## config.mk

```make
export PLATFORM = sky130hd
export DESIGN_NAME = reaction_timing_ctrl
export DESIGN_NICKNAME = d
export VERILOG_FILES = /design/src/rtl/reaction_timing_ctrl.sv
export SDC_FILE = /design/constraint.sdc
export NUM_CORES = 1
export LEC_CHECK = 0
export CELL_PAD_IN_SITES_DETAIL_PLACEMENT = 1
export CELL_PAD_IN_SITES_GLOBAL_PLACEMENT = 1
export CORE_UTILIZATION = 48
export CTS_CLUSTER_DIAMETER = 100
export CTS_CLUSTER_SIZE = 16
export DETAILED_ROUTE_END_ITERATION = 6
export MAX_ROUTING_LAYER = met4
export PLACE_DENSITY_LB_ADDON = 0.25
export SETUP_SLACK_MARGIN = 0.5
export SLEW_MARGIN = 10
export SYNTH_ARGS = -nofsm -noshare
export SYNTH_HDL_FRONTEND = slang
export SYNTH_SLANG_ARGS = --single-unit
```

## constraint.sdc

```tcl
create_clock -name clock -period 4.1 [get_ports clock]
set_input_delay 0.615 -clock clock [delete_from_list [all_inputs] [get_ports clock]]
set_output_delay 0.615 -clock clock [all_outputs]
set_load 0.03 [all_outputs]
```

## src/rtl/reaction_timing_ctrl.sv

```systemverilog
// Reaction-timer datapath: PREP random delay, TEST reaction counter, result latch.
// Optional best-score tracking is built when BEST_SCORE_EN is defined.
module reaction_timing_ctrl #(
    parameter int PREP_MIN_MS   = 1000,
    parameter int PREP_MASK     = 2047,
    parameter int TEST_LIMIT_MS = 1000
) (
    input  logic        clock,
    input  logic        reset_n,
    input  logic        rising_edge_1khz,
    input  logic [2:0]  current_state,
    output logic        prep_timeout,
    output logic        test_timeout,
    output logic [13:0] reaction_ms,
    output logic        result_valid,
    output logic        result_ok,
    output logic [13:0] best_ms,
    output logic        new_best
);

    typedef enum logic [2:0] {
        ST_IDLE = 3'd0,
        ST_PREP = 3'd1,
        ST_TEST = 3'd2,
        ST_OK   = 3'd3,
        ST_FAIL = 3'd4
    } state_e;

    localparam logic [13:0] PREP_MIN_W   = 14'(PREP_MIN_MS);
    localparam logic [13:0] PREP_MASK_W  = 14'(PREP_MASK);
    localparam logic [13:0] TEST_LIMIT_W = 14'(TEST_LIMIT_MS);
    localparam logic [13:0] CNT_MAX      = 14'h3FFF;
    localparam logic [15:0] LFSR_SEED    = 16'hACE1;

    state_e      cur_state;
    logic        entry;

    state_e      prev_state_q, prev_state_d;
    logic [15:0] lfsr_q, lfsr_d;
    logic [13:0] prep_target_q, prep_target_d;
    logic [13:0] prep_cnt_q, prep_cnt_d;
    logic [13:0] rt_cnt_q, rt_cnt_d;
    logic        prep_to_q, prep_to_d;
    logic        test_to_q, test_to_d;
    logic [13:0] reaction_q, reaction_d;
    logic        result_ok_q, result_ok_d;
    // result_valid is a one-cycle strobe with no ready: the consumer must take it that cycle.
    logic        result_valid_q, result_valid_d;
`ifdef BEST_SCORE_EN
    logic [13:0] best_q, best_d;
    logic        new_best_q, new_best_d;
`endif

    // Unused encodings collapse onto IDLE before any entry detection.
    always_comb begin
        cur_state = ST_IDLE;
        if (current_state <= 3'd4) begin
            cur_state = state_e'(current_state);
        end
    end

    assign entry = (cur_state != prev_state_q);

    always_comb begin
        prev_state_d   = cur_state;
        lfsr_d         = {lfsr_q[0] ^ lfsr_q[2] ^ lfsr_q[3] ^ lfsr_q[5], lfsr_q[15:1]};
        prep_target_d  = prep_target_q;
        prep_cnt_d     = prep_cnt_q;
        rt_cnt_d       = rt_cnt_q;
        prep_to_d      = 1'b0;
        test_to_d      = 1'b0;
        reaction_d     = reaction_q;
        result_ok_d    = result_ok_q;
        result_valid_d = 1'b0;
`ifdef BEST_SCORE_EN
        best_d         = best_q;
        new_best_d     = 1'b0;
`endif

        if (cur_state == ST_PREP) begin
            if (entry) begin
                prep_target_d = PREP_MIN_W + (lfsr_q[13:0] & PREP_MASK_W);
                prep_cnt_d    = 14'd0;
            end else begin
                if (rising_edge_1khz && (prep_cnt_q != CNT_MAX)) begin
                    prep_cnt_d = prep_cnt_q + 14'd1;
                end
                prep_to_d = (prep_cnt_q >= prep_target_q);
            end
        end

        if (cur_state == ST_TEST) begin
            if (entry) begin
                rt_cnt_d = 14'd0;
            end else begin
                if (rising_edge_1khz && (rt_cnt_q != CNT_MAX)) begin
                    rt_cnt_d = rt_cnt_q + 14'd1;
                end
                test_to_d = (rt_cnt_q >= TEST_LIMIT_W);
            end
        end

        // Only transitions out of PREP/TEST into a RESULT state latch a result.
        if (entry && (prev_state_q == ST_TEST) && (cur_state == ST_OK)) begin
            reaction_d     = rt_cnt_q;
            result_ok_d    = 1'b1;
            result_valid_d = 1'b1;
`ifdef BEST_SCORE_EN
            if (rt_cnt_q < best_q) begin
                best_d     = rt_cnt_q;
                new_best_d = 1'b1;
            end
`endif
        end else if (entry && (cur_state == ST_FAIL) &&
                     ((prev_state_q == ST_TEST) || (prev_state_q == ST_PREP))) begin
            reaction_d     = CNT_MAX;
            result_ok_d    = 1'b0;
            result_valid_d = 1'b1;
        end
    end

    always_ff @(posedge clock or negedge reset_n) begin
        if (!reset_n) begin
            prev_state_q   <= ST_IDLE;
            lfsr_q         <= LFSR_SEED;
            prep_target_q  <= PREP_MIN_W;
            prep_cnt_q     <= 14'd0;
            rt_cnt_q       <= 14'd0;
            prep_to_q      <= 1'b0;
            test_to_q      <= 1'b0;
            reaction_q     <= 14'd0;
            result_ok_q    <= 1'b0;
            result_valid_q <= 1'b0;
`ifdef BEST_SCORE_EN
            best_q         <= CNT_MAX;
            new_best_q     <= 1'b0;
`endif
        end else begin
            prev_state_q   <= prev_state_d;
            lfsr_q         <= lfsr_d;
            prep_target_q  <= prep_target_d;
            prep_cnt_q     <= prep_cnt_d;
            rt_cnt_q       <= rt_cnt_d;
            prep_to_q      <= prep_to_d;
            test_to_q      <= test_to_d;
            reaction_q     <= reaction_d;
            result_ok_q    <= result_ok_d;
            result_valid_q <= result_valid_d;
`ifdef BEST_SCORE_EN
            best_q         <= best_d;
            new_best_q     <= new_best_d;
`endif
        end
    end

    // Timeouts are masked by the live state so they drop in the very cycle the state leaves.
    assign prep_timeout = prep_to_q & (cur_state == ST_PREP);
    assign test_timeout = test_to_q & (cur_state == ST_TEST);
    assign reaction_ms  = reaction_q;
    assign result_ok    = result_ok_q;
    assign result_valid = result_valid_q;
`ifdef BEST_SCORE_EN
    assign best_ms      = best_q;
    assign new_best     = new_best_q;
`else
    assign best_ms      = CNT_MAX;
    assign new_best     = 1'b0;
`endif

endmodule

```

* Word-level counts from Yosys, hierarchy flattened *
Cells that the tools add are included.

word-level totals
  register bits after elaboration = 79
  bits in latches = 0
  memory bits (writable) = 0
  bits in read-only memories = 0
  bits of input ports = 6
  output and inout bits = 33
  logic and storage cells = 58
  memories = 0

operators by class
  add/subtract/negate cells = 3
  multiply operators = 0
  divide/modulo/power cells = 0
  order comparisons = 3
  equal/unequal tests = 9
  shift-type cells = 0
  muxes and demuxes = 15
  bitwise gates (word level) = 5
  reductions and logical operators = 13

operators by type and width
  operator                                                                  number
  14-bit 2-to-1 mux                                                         6
  14-bit by 1-bit adder with 14-bit output (second input constant)          2
  14-bit != test (second input constant)                                    2
  14-bit by 10-bit >= comparator with 1-bit output (second input constant)  1
  14-bit >= comparator                                                      1
  10-bit by 11-bit adder with 12-bit output (first input constant)          1
  3-bit by 2-bit == test with 1-bit output (second input constant)          3
  1-bit 2-to-1 mux                                                          8
  3-bit by 1-bit == test with 1-bit output (second input constant)          2
  1-bit logical AND                                                         6
  2-bit AND reduction                                                       3
  2-bit nonzero test                                                        3
  3-bit == test (second input constant)                                     1
  3-bit <= comparator (second input constant)                               1
  3-bit 2-to-1 mux                                                          1
  3-bit != test                                                             1
  1-bit XOR                                                                 3
  1-bit AND                                                                 2
  1-bit logical OR                                                          1

* Longest topological paths before layout *
  depth after elaboration = 7
  mapped depth = 7
  mapped depth without buffers = 7

* Least setup slack after synthesis *
OpenSTA, ideal clock, no wires.

  path kind = input -> output
  from = input port current_state[1]
  to = output port test_timeout
  arrival = 1.627 ns
  data required time = 3.485 ns
  slack = 1.858 ns
  stages = 4
  path buffers = 1
  cells stage by stage = buf_2 > nor2b_1 > nor2b_1 > and2_1

on the way
  word-level cells in the longest chain between the ends = 4

ends and longest elaborated chain
  what                                          RTL line  source
  start: declaration                            11        input logic [2:0] current_state,
  3-bit <= comparator                           57        if (current_state <= 3'd4) begin
  3-bit 2-to-1 mux (*)                          57
  net cur_state[1]                              35        state_e cur_state;
  3-bit by 2-bit == test with 1-bit output (*)  158       assign test_timeout = test_to_q & (cur_state == ST_TEST);
  1-bit AND (*)                                 158
  end: declaration                              13        output logic test_timeout,

The timed path passes the listed nets; every way through them passes the cells marked *.

* Final worst setup path *
Same ends and word-level chain as after synthesis.

==> impl_metrics.env <==
export IMPL_fin_worst_skew_ns=0.00973
export IMPL_finalCritPeriodShare_pct=79.8
export IMPL_ys_flop_type="dfrtp_1"
export IMPL_nFillCells=881
export IMPL_final_setup_viol_count=0
export IMPL_final_max_slew_viol_count=0
export IMPL_root_buffer="clkbuf_8"
export IMPL_cts_sinks=77
export IMPL_worstMarginPinSlew_ns=0.964
export IMPL_whs_ns=0.357
export IMPL_clk_path_buf_depth=2
export IMPL_track_usage_pct=23.6
export IMPL_timing_rr_start="prev_state_q[2]"
export IMPL_crit_chain="clkdlybuf4s50_1 -> nor2b_1 -> nor2b_1 -> buf_4 -> and2_1 -> clkdlybuf4s50_1"
export IMPL_ant_nets=0
export IMPL_ys_ff_latch=77
export IMPL_synth_edf_count=0
export IMPL_slew_headroom_pct=35.7
export IMPL_grt_pass1_vias=3020
export IMPL_netlist_instances=374
export IMPL_place_ws_ns=0.825
export IMPL_hold_class="flop to flop"
export IMPL_nNetsFinal=422
export IMPL_r2r_cells=5
export IMPL_area_growth_pct=12.2
export IMPL_post_route_util_pct=55.9
export IMPL_cts_buffers_inserted=9
export IMPL_placement_io_buffers=23
export IMPL_crit_fanout=10
export IMPL_drt_wl_total_um=8550
export IMPL_synth_cell_area_sq_um=3870
export IMPL_cp_end_kind="output pin"
export IMPL_hold_depth=0
export IMPL_drt_first_pass_iters=4
export IMPL_htreeDepth=3
export IMPL_drv_cap=0
export IMPL_cp_data_required_time_ns=3.48
export IMPL_rows=32
export IMPL_r2r_slack_ns=1.76
export IMPL_fin_setup_tns_ns=0
export IMPL_setup_slack_ns=0.828
export IMPL_antenna_found_initial=0
export IMPL_vias_per_cell=5.67
export IMPL_cp_arrival_ns=2.66
export IMPL_final_cell_area_sq_um=4340
export IMPL_p_per_area_nw_per_um2=408
export IMPL_overflow=0
export IMPL_vdd_drop_max_v=0.000180
export IMPL_grt_max_degree=78
export IMPL_grt_pass1_wl_um=15100
export IMPL_hold_viol=0
export IMPL_cts_repair_resized=0
export IMPL_wl_per_cell_um=16.9
export IMPL_io_pin_count=39
export IMPL_start_util_pct=49.8
export IMPL_clk_pin_slew_worst_paths_ns=0.07
export IMPL_hpwl_um=6040
export IMPL_fp_dieH_um=91.8
export IMPL_fp_dieW_um=91.8
export IMPL_path_class="primary input to output pin"
export IMPL_synthesis_area_per_instance_sq_um=10.3
export IMPL_via_count=2874
export IMPL_rsz0062_at_grt="false"
export IMPL_fin_crit_ns=3.27
export IMPL_min_delay_worst_endpoint="lfsr_q[10]"
export IMPL_cts_tree="built"
export IMPL_max_stage_delay_ns=0.66
export IMPL_place_congestion=0.823
export IMPL_drive_above_1_share_pct=11.1
export IMPL_critPathTopFamily="buffers and inverters"
export IMPL_yosysSeqAreaShare_pct=50.3
export IMPL_r2r_end="prep_target_q[2]"
export IMPL_startpoint_type="primary input"
export IMPL_crit_buf_inv=3
export IMPL_outcome="finished, final reports clean"
export IMPL_hold_start="lfsr_q[11]"
export IMPL_dpl_instance_area_sq_um=4140
export IMPL_drt_iter0_drc=84
export IMPL_total_leakage_power_uw=0.00188
export IMPL_coreArea_sq_um=7770
export IMPL_ctsHoldBuffers=0
export IMPL_fmax_mhz=306
export IMPL_yosys_warnings=0
export IMPL_clock_latency_ns=0.35
export IMPL_drc=0
export IMPL_antenna_cells=0
export IMPL_dieArea_sq_um=8420
export IMPL_postCtsSetupBuffers=0
export IMPL_synth_distinct_cells=53
export IMPL_slowest_stage="clkdlybuf4s50_1"
export IMPL_synth_async_sr_flop_share_pct=100
==> layer usage <==
metal	GRT usage [%]	vias up	wire, um
li1	-	1372	-
met1	32.7	1439	4110
met2	35.0	55	4050
met3	4.39	8	327
met4	8.59	0	62
met5	-	-	0
==> cell type report <==
cell class                      instances  area (sq um)  share of cell area (%)
Clock buffer                           12           155                    3.58
Clock inverter                          4          47.5                    1.10
Inverter                               21          78.8                    1.82
Multi-Input combinational cell        264          1730                    39.8
Sequential cell                        77          1940                    44.8
Tap cell                              102           128                    2.94
Timing Repair Buffer                   27           258                    5.94
==> logic make-up (layout without fill, tap and decap cells) <==
family          after synthesis  after routing  synth area share [%]
compound gates               85             85                  14.8
xor+xnor                     17             17                  3.85
fa+ha+maj                    16             16                  5.17
buf+inv                      46             64                  6.34
flops                        77             77                  50.3
mux                           4              4                  1.16
other cells                   2             15                 0.194
simple gates                127            127                  18.2
==> sequential cells by signal, summed over array words and instances, names as in the netlist <==
name,count
lfsr_q,16
prep_cnt_q,14
prep_target_q,12
prep_to_q,1
prev_state_q,3
reaction_ms,14
result_ok,1
result_valid,1
rt_cnt_q,14
test_to_q,1
==> power breakdown <==
group / leakage [uW] / switching [uW] / internal [uW]
Clock: 0.000102 / 272 / 313
Combinational: 0.000799 / 195 / 133
Sequential: 0.000974 / 39.0 / 820
==> placed cells by master (no fill, tap or decap), drive strengths merged, types with 4 or more instances in the layout <==
master	n
conb	15
ha	16
mux2	4
o22a	14
a31oi	6
o31ai	7
a21oi	19
nor3	10
nand2	21
inv	21
clkdlybuf4s50	22
nor2b	4
nor3b	5
or3	7
nand2b	4
buf	5
nor2	20
clkbuf	12
nand4	10
xor2	12
o21ai	17
and2	10
dfstp	14
nand3	18
xnor2	5
dfrtp	63
and3	4
==> through the flow <==
step | std cells | total power, uW
after floorplan | 387 | 1080
after global placement | 491 | 1190
after detailed placement | 491 | 1200
after CTS | 507 | 1800
after global routing | 507 | 1860
final | 507 | 1770
==> worst max-delay path by stage <==
stage                                start           end  slack (ns)  depth (start not counted)
after global placement    current_state[1]  test_timeout        0.90                          6
after CTS                 current_state[1]  test_timeout        0.83                          6
final                     current_state[1]  test_timeout        0.83                          6
after floorplan           current_state[1]  test_timeout        1.86                          4
after global routing      current_state[1]  test_timeout        0.67                          6
after detailed placement  current_state[1]  test_timeout        0.83                          6
==> worst reg2reg max path: cells and delay by family, from the launching register on <==
kind	cells	cell delay, ns
AOI/OAI and AO/OA	2	0.49
DFF	1	0.43
and+or+nand+nor	3	1.28
==> synthesized netlist by cell type (4+ instances only) <==
cell type	n	area share, %
nor3_1	10	1.3
buf_2	4	0.52
clkbuf_1	4	0.39
nor2b_1	4	0.65
and2_1	9	1.5
nor2_1	20	1.9
xnor2_1	5	1.1
inv_1	21	2.0
nand4_1	10	1.6
dfrtp_1	63	41
nand3_1	17	2.2
nor3b_1	5	0.97
o31ai_1	7	1.4
a31oi_1	6	0.97
o22a_1	14	3.2
or3_1	7	1.1
nand2_1	21	2.0
ha_1	16	5.2
o21ai_0	17	2.2
and3_1	4	0.65
buf_4	16	3.1
a21oi_1	19	2.5
dfstp_2	14	9.5
mux2_2	4	1.2
xor2_1	12	2.7
nand2b_1	4	0.65
Note: power is estimated with default switching activity, not from simulation.
